**src/rtl/core_cmd_responder.sv**
```systemverilog
// ---------------------------------------------------------------------------
// core_cmd_responder
//
// Mesh-side endpoint of the boot/programming command bus. One command is
// sampled per rising clock edge whenever operation != NOP. Each core keeps
// a small power/reset/run state machine (OFF, HELD, RUNNING) and a program
// counter. STATUS queries are answered through a show-ahead response queue.
//
// Ports
//   clock, RST          : clock; asynchronous active-high reset
//   operation           : opcode (NOP=0000, PWR=0011, START=1010, STATUS=0101)
//   core_ID             : target core
//   ON, reset           : PWR operands
//   start, prog_address : START qualifier and start PC
//   out_ready           : response consumer ready
//   core_on             : per-core power enable (state != OFF)
//   core_reset          : per-core reset (state != RUNNING)
//   core_start          : per-core one-cycle start pulse
//   core_pc             : per-core PC, core i at [i*ADDR_WIDTH +: ADDR_WIDTH]
//   origin, data_out    : response at the queue head (zero when empty)
//   valid_out           : response available
//   err_count           : saturating count of rejected commands
//   rsp_overflow        : sticky, a STATUS response was dropped
//   core_state          : per-core state, core i at [2*i +: 2] (debug view)
//
// Response handshake: a response is transferred on a rising edge where
// valid_out && out_ready. While valid_out=1 and out_ready=0 the head entry
// (origin/data_out) is held unchanged; valid_out never drops without a pop.
// ---------------------------------------------------------------------------
module core_cmd_responder #(
  parameter int CORES      = 16,
  parameter int ID_BITS    = 4,
  parameter int ADDR_WIDTH = 32,
  parameter int RSP_DEPTH  = 4
) (
  input  logic                        clock,
  input  logic                        RST,
  input  logic [3:0]                  operation,
  input  logic [ID_BITS-1:0]          core_ID,
  input  logic                        ON,
  input  logic                        reset,
  input  logic                        start,
  input  logic [ADDR_WIDTH-1:0]       prog_address,
  input  logic                        out_ready,
  output logic [CORES-1:0]            core_on,
  output logic [CORES-1:0]            core_reset,
  output logic [CORES-1:0]            core_start,
  output logic [CORES*ADDR_WIDTH-1:0] core_pc,
  output logic [ID_BITS-1:0]          origin,
  output logic [31:0]                 data_out,
  output logic                        valid_out,
  output logic [7:0]                  err_count,
  output logic                        rsp_overflow,
  output logic [2*CORES-1:0]          core_state
);

  localparam logic [3:0] OP_NOP    = 4'b0000;
  localparam logic [3:0] OP_PWR    = 4'b0011;
  localparam logic [3:0] OP_START  = 4'b1010;
  localparam logic [3:0] OP_STATUS = 4'b0101;

  localparam int PTR_W = (RSP_DEPTH > 1) ? $clog2(RSP_DEPTH) : 1;
  localparam int ENT_W = ID_BITS + 32;

  typedef enum logic [1:0] {
    ST_OFF  = 2'd0,
    ST_HELD = 2'd1,
    ST_RUN  = 2'd2
  } core_state_t;

  core_state_t           state_q [CORES];
  core_state_t           state_d [CORES];
  logic [ADDR_WIDTH-1:0] pc_q    [CORES];
  logic [ADDR_WIDTH-1:0] pc_d    [CORES];
  logic [CORES-1:0]      start_d;
  logic                  err_inc;
  logic                  push_req;
  logic [ENT_W-1:0]      push_word;
  logic                  id_ok;

  // -------------------------------------------------------------------------
  // Command decode / per-core next state
  // -------------------------------------------------------------------------
  always_comb begin
    state_d   = state_q;
    pc_d      = pc_q;
    start_d   = '0;
    err_inc   = 1'b0;
    push_req  = 1'b0;
    push_word = '0;
    id_ok     = (int'(core_ID) < CORES);

    if (operation != OP_NOP) begin
      if (!id_ok) begin
        // Out-of-range target: rejected, nothing else happens.
        err_inc = 1'b1;
      end else begin
        case (operation)
          OP_PWR: begin
            if (!ON) begin
              state_d[core_ID] = ST_OFF;
            end else if (reset) begin
              state_d[core_ID] = ST_HELD;
            end else begin
              // Release from reset resumes at the current PC, no start pulse.
              case (state_q[core_ID])
                ST_HELD: state_d[core_ID] = ST_RUN;
                ST_RUN:  state_d[core_ID] = ST_RUN;
                default: err_inc = 1'b1;
              endcase
            end
          end
          OP_START: begin
            if (start) begin
              if (state_q[core_ID] == ST_HELD) begin
                pc_d[core_ID]    = prog_address;
                state_d[core_ID] = ST_RUN;
                start_d[core_ID] = 1'b1;
              end else begin
                err_inc = 1'b1;
              end
            end
          end
          OP_STATUS: begin
            // Snapshot of the pre-edge values of the addressed core.
            push_req  = 1'b1;
            push_word = {core_ID,
                         state_q[core_ID],
                         (state_q[core_ID] != ST_OFF),
                         (state_q[core_ID] != ST_RUN),
                         pc_q[core_ID][27:0]};
          end
          default: err_inc = 1'b1;
        endcase
      end
    end
  end

  always_ff @(posedge clock or posedge RST) begin
    if (RST) begin
      for (int i = 0; i < CORES; i++) begin
        state_q[i] <= ST_OFF;
        pc_q[i]    <= '0;
      end
      core_start <= '0;
      err_count  <= '0;
    end else begin
      state_q    <= state_d;
      pc_q       <= pc_d;
      core_start <= start_d;
      if (err_inc && (err_count != 8'hFF)) begin
        err_count <= err_count + 8'd1;
      end
    end
  end

  always_comb begin
    core_on    = '0;
    core_reset = '0;
    core_pc    = '0;
    core_state = '0;
    for (int i = 0; i < CORES; i++) begin
      core_on[i]                           = (state_q[i] != ST_OFF);
      core_reset[i]                        = (state_q[i] != ST_RUN);
      core_pc[i*ADDR_WIDTH +: ADDR_WIDTH]  = pc_q[i];
      core_state[2*i +: 2]                 = state_q[i];
    end
  end

  // -------------------------------------------------------------------------
  // Show-ahead response queue
  // -------------------------------------------------------------------------
  logic [ENT_W-1:0] rsp_mem [RSP_DEPTH];
  logic [PTR_W-1:0] wr_ptr;
  logic [PTR_W-1:0] rd_ptr;
  logic [PTR_W:0]   count;
  logic             full;
  logic             pop;
  logic             push_ok;

  assign full      = (count == (PTR_W+1)'(RSP_DEPTH));
  assign valid_out = (count != '0);
  assign pop       = valid_out && out_ready;
  // A pop on the same edge frees the slot the push needs.
  assign push_ok   = push_req && (!full || pop);

  // Head is masked when empty so the return path idles at zero.
  assign origin   = valid_out ? rsp_mem[rd_ptr][ENT_W-1:32] : '0;
  assign data_out = valid_out ? rsp_mem[rd_ptr][31:0]       : '0;

  always_ff @(posedge clock or posedge RST) begin
    if (RST) begin
      for (int i = 0; i < RSP_DEPTH; i++) begin
        rsp_mem[i] <= '0;
      end
      wr_ptr       <= '0;
      rd_ptr       <= '0;
      count        <= '0;
      rsp_overflow <= 1'b0;
    end else begin
      if (push_ok) begin
        rsp_mem[wr_ptr] <= push_word;
        wr_ptr          <= wr_ptr + PTR_W'(1);
      end
      if (pop) begin
        rd_ptr <= rd_ptr + PTR_W'(1);
      end
      case ({push_ok, pop})
        2'b10:   count <= count + (PTR_W+1)'(1);
        2'b01:   count <= count - (PTR_W+1)'(1);
        default: count <= count;
      endcase
      if (push_req && !push_ok) begin
        rsp_overflow <= 1'b1;
      end
    end
  end

endmodule

```
**config.mk**
```make
export PLATFORM = sky130hd
export DESIGN_NAME = core_cmd_responder
export DESIGN_NICKNAME = d
export VERILOG_FILES = /design/src/rtl/core_cmd_responder.sv
export SDC_FILE = /design/constraint.sdc
export NUM_CORES = 1
export LEC_CHECK = 0
export CORE_UTILIZATION = 45
export DETAILED_ROUTE_END_ITERATION = 16
export PLACE_DENSITY = 0.72
export SYNTH_ARGS = -nofsm -noshare
export SYNTH_HDL_FRONTEND = slang
export SYNTH_SLANG_ARGS = --single-unit
```
**constraint.sdc**
```tcl
create_clock -name clock -period 63.7 [get_ports clock]
set_input_delay 9.555 -clock clock [delete_from_list [all_inputs] [get_ports clock]]
set_output_delay 9.555 -clock clock [all_outputs]
set_load 0.005 [all_outputs]
```
## After elaboration in Yosys (flattened, before gate mapping)

Index checks and enable logic that the tools add are counted.

| operators by class | value |
|---|---|
| add/sub/neg operators | 5 |
| equal/unequal tests | 29 |
| multiplexer cells | 43 |
| bitwise gates (word level) | 11 |
| reductions and logical operators | 34 |
| $lt $le $gt $ge | 7 |

Operators with widths:

| operator | number |
|---|---|
| $bwmux 512 | 1 |
| $mux 32 | 7 |
| $mux 36 | 5 |
| $bwmux 144 | 1 |
| $bmux 32 s4 | 1 |
| $demux 32 s4 | 1 |
| $bmux 36 s2 | 1 |
| $demux 36 s2 | 1 |
| $mux 16 | 4 |
| $pmux 32 s2 | 1 |
| $mux 28 | 2 |
| $ne 2x2->1 const B | 19 |
| $reduce_bool 2->1 | 19 |
| $and 16x16->16 | 2 |
| $and 32x32->32 | 1 |
| $not 16->16 | 2 |
| $not 32->32 | 1 |
| $or 16x16->16 | 2 |
| $mux 1 | 9 |
| $add 8x1->8 const B | 1 |
| $bmux 2 s4 | 1 |
| $demux 2 s4 | 1 |
| $ne 8x8->1 const B | 1 |
| $logic_and 1x1->1 | 7 |
| other kinds (30) | 38 |

| word-level totals | value |
|---|---|
| flip-flop bits (word level) | 720 |
| input port bits | 46 |
| output and inout bits | 638 |

## Depth between registers and ports, before layout

| logic depth | value |
|---|---|
| word-level depth | 12 |
| gate-level depth with buffers | 14 |
| gate-level depth less buffers | 11 |

## Worst setup path before layout

OpenSTA, ideal clock, no wires.

| timing | value |
|---|---|
| path type | input -> register |
| start point | input core_ID[2] |
| end point | register with a tool-made name |
| setup time | 125 ps |
| stages on the path | 13 |
| path buffers | 3 |
| data arrival time | 12350 ps |
| slack | 51225 ps |
| data required time | 63575 ps |
| cells stage by stage | buf_6 buf_6 buf_6 mux4_2 mux2i_1 a21oi_1 inv_1 ha_1 or3b_2 a22o_1 and3_1 nand3_1 mux2_2 |

RTL lines:

| item | RTL line | text |
|---|---|---|
| start, declared | 39 | `input logic [ID_BITS-1:0] core_ID,` |

## Worst setup path after layout

| timing | value |
|---|---|
| start point | input core_ID[3] |
| end point | register pc_q (netlist bit core_pc[234]) |

| between the ends | value |
|---|---|
| longest elaborated chain between the ends | 6 |

Ends and longest elaborated chain:

| item | RTL line | text |
|---|---|---|
| $not 4->5 (implied by the code) (*) | 115, 116 |  |
| $bmux 2 s4 (tied with other cells) | 115 | `if (state_q[core_ID] == ST_HELD) begin` |
| $mux 2 (implied by the code) / $logic_and 1x1->1 (equally long branches) | 115, 116 |  |
| $mux 2 (implied by the code) / $mux 32 (equally long branches) | 115, 116 |  |
| $eq 2x1->1 / $demux 32 s4 (equally long branches) | 115, 116 |  |
| $reduce_and 4->1 (no line) / $bwmux 512 (equally long branches) | n/a |  |
| end signal, assigned | 149 | `pc_q <= pc_d;` |
| end, declared | 73 | `logic [ADDR_WIDTH-1:0] pc_q [CORES];` |

Every way passes the cells marked *; elsewhere a longest branch is shown, timed or not. The select of a mux whose other input is x is not followed.
A chain may end at the register's enable or synchronous reset.

==> key figures <==
Synth
  • Synthesized flop and latch total: 720
  • Post-synth top area share: 0.545
  • Post-synth EDFFs: 0
  • Post-synth top flop: dfrtp_1
  • Synth Area in Compound Gates: 0.0187
  • Syn Area/Cell: 16.0 um2
  • Synthesized Nets: 2122
  • Synth warn: 0
  • Top cells by area, synth: dfrtp_1, mux2_2, mux4_2
  • Adder-cell share of the synthesized area: 0.00363
  • Sequential element share of the synthesized area: 0.545
  • Yosys cell types: 56
  • Asr flop ratio synth: 1.00
  • Largest family of logic cells by synthesized area: multiplexers
  • Simple-gate portion of the synthesized area: 0.0388
  • Mux share of post-synthesis cell area: 0.357
  • Post-Synth XOR/XNOR Area: 0.00318
  • Post-synth top area cell: dfrtp_1
  • Cells after Synth: 2067
  • Post-Syn Area: 33100 um2

Setup path
  • CP top delay family: simple AND/OR/NAND/NOR gates
  • Critical Path Start Type: input pin
  • CP Max Fanout: 53
  • RR Endpoint: core_pc[234]
  • Setup CP Type: input pin to flop
  • CP Cell Sequence: buf_6 > mux4_2 > nor2b_1 > a211oi_1 > a21oi_1 > inv_1 > ha_1 > and3_1 > nand3b_4 > nor2_4 > buf_4 > mux2_2
  • Critical path capture point type: flop
  • Flop-to-flop setup slack: 59.37 ns
  • Critical Path Stages: 12
  • Critical Path Max Stage Delay: 0.71 ns
  • Worst path slowest cell: nor2_4
  • Crit path DAT: 13.77 ns
  • R2R cell count: 11
  • Req. time, crit path: 64.17 ns
  • Buf+Inv Stages, Crit Path: 3

Place
  • Dpl cells: 3577
  • PortBufs: 683
  • Gpl congestion: 0.929
  • Hpwl dp: 72.2 mm

Route
  • Vias/cell: 5.77
  • DRT antenna net count: 0
  • Vias: 21400
  • WL final: 110 mm
  • WL/cell: 29.6 um
  • Detailed-route DRC error count: 4
  • DR iter-0 viols: 1667
  • Pre-antenna DRT Iters: 11

Finish
  • Most common cell after layout, fill and taps aside: dfrtp_1
  • Fin cells: 3709
  • Final net count: 2753
  • P&R area growth vs syn: 29.5%
  • Fillcell total: 5582
  • Most frequent cells in the layout: dfrtp_1, clkdlybuf4s50_1, mux2_2
  • Layout cell share with drive strength beyond 1: 0.382

Run status
  • Failing checks: DRC
  • Status: complete, but fails checks

Timing
  • Final Setup Violations: 0
  • Skew final: 0.0226 ns
  • Period utilisation layout: 0.209
  • Final count of hold timing violations: 0
  • Max Slew Vio Count: 0
  • Fmax: 0.0752 GHz
  • Setup tns final: 0 ns
  • Min cycle time layout: 13.30 ns
  • Pin slew with the least headroom to its limit: 1.24 ns
  • Relative slew slack: 0.161
  • RSZ-0062 raised after global routing: false

CTS
  • CTS max path bufs: 3
  • CTS buffer count: 78
  • CTS Hold Bufs: 0
  • Clock-pin slew on the worst setup and hold paths: 0.05 ns
  • Setup bufs post-CTS: 0
  • Clock latency on the worst-skew pair: 0.62 ns
  • Num Clock Sinks: 720
  • CTS tree: yes
  • CTS root buf: clkbuf_16
  • Clock H-tree levels: 3
  • CTS resizes: 0

GRT
  • Overall routing resource usage: 0.294
  • Initial antenna violation count: 1
  • Largest net degree at the start of global routing: 198
  • Vias in the first global route: 22600
  • Grt total ovfl: 0
  • First-pass GRT wire length: 161 mm

Die
  • Top-level port count: 684
  • Cell row count: 99
  • Die X: 273 um
  • Core Region: 72800 um2
  • Die area: 74600 um2
  • Die height: 273 um
  • Initial core utilization: 0.454

Worst hold path
  • Hold_sp: rsp_mem[64]
  • WHS Path Cells: 2
  • WHS Endpoint: rsp_mem[64]
  • Worst min path class: flop to flop

Pwr
  • Lkg Pwr: 19.5 nW
  • Worst VDD drop: 0.0236 mV
  • Cell Pwr Density: 27.9 nW/um2
  • Final Total Pwr: 0.00119 W

Run
  • Max-cap viol count: 0
## cells in the mapped netlist, types with 2 or more instances
cell type	count
dfrtp_1	720
mux2_2	588
mux4_2	156
mux2_4	87
clkbuf_1	54
buf_4	42
buf_2	38
and2_1	37
a21oi_1	33
mux2i_1	30
nor2b_1	30
nand2b_1	21
nor2_1	19
nand2_1	18
a211oi_2	17
or2_2	17
a211oi_1	14
inv_1	13
buf_6	12
o21ai_0	12
buf_1	10
nand3_1	10
buf_12	9
ha_1	8
nor2_4	8
xnor2_1	8
mux2_1	6
nor2_2	5
nor3_1	5
nor2_8	4
xor2_1	4
and3_1	3
nor3b_1	3
nand3b_4	2
nor4_1	2
or3_1	2
## flip-flops by register name, summed over array words and instances (netlist names), named ones only
name,count
err_count,8
count,3
rd_ptr,2
core_pc,512
rsp_overflow,1
wr_ptr,2
rsp_mem,144
core_start,16
## how the worst max path moves through the flow
stage | from | endpoint | slack [ns]
global route | RST | core_pc[25] | 49.78
global placement | RST | core_pc[149] | 49.85
CTS | RST | core_pc[22] | 50.33
floorplan | RST | async pin | 33.95
detailed placement | RST | core_pc[149] | 49.67
finish | core_ID[3] | core_pc[234] | 50.40
## worst register-to-register path, stage by stage, from the launching register on
cell	delay [ns]
dfrtp_1	0.45
mux4_2	0.48
nor2b_1	0.14
a211oi_1	0.26
a21oi_1	0.16
inv_1	0.14
ha_1	0.20
and3_1	0.44
nand3b_4	0.23
nor2_4	0.71
buf_4	0.55
mux2_2	0.44
## area by class of cell
class                           count  area, um2  share of cell area
Clock buffer                      115       2320              0.0543
Inverter                           13       56.3             0.00131
Sequential cell                   720      18000               0.421
Tap cell                          959       1200              0.0280
Antenna cell                        1       2.50           0.0000584
Clock inverter                     16        156             0.00365
Timing Repair Buffer              716       7100               0.166
Multi-Input combinational cell   1169      14000               0.326
## stage by stage
step	area (um2)	util	hold WS (ns)	setup slack [ns]
floorplan	33100	-	0.445	33.95
global placement	40300	0.554	0.458	49.85
detailed placement	40300	0.554	0.473	49.67
CTS	42800	0.588	0.487	50.33
global route	42800	0.588	0.503	49.78
finish	42800	0.588	0.487	50.40
## power by group
group,switching [W],leakage [nW],internal (W)
clock network,0.000187,1.23,0.000260
logic,0.0000846,8.37,0.000119
registers,0.0000424,9.91,0.000503
## kinds of logic (layout without fill, tap and decap cells)
kind of cell	Yosys count	in the layout
muxes	867	867
and+or+nand+nor	196	196
DFF	720	720
adders and majority gates	9	9
buffers and inverters	178	860
AOI/OAI and AO/OA	85	85
xor gates and xnor gates	12	12
other	0	1
## routing by layer
metal / wire (um) / GRT usage / vias to the layer above
li1: - / - / 8846
met5: 12 / 0 / -
met4: 3870 / 0.107 / 2
met1: 44700 / 0.386 / 11600
met2: 54200 / 0.483 / 762
met3: 7000 / 0.0610 / 177
Note: power is estimated with default switching activity, not from simulation.
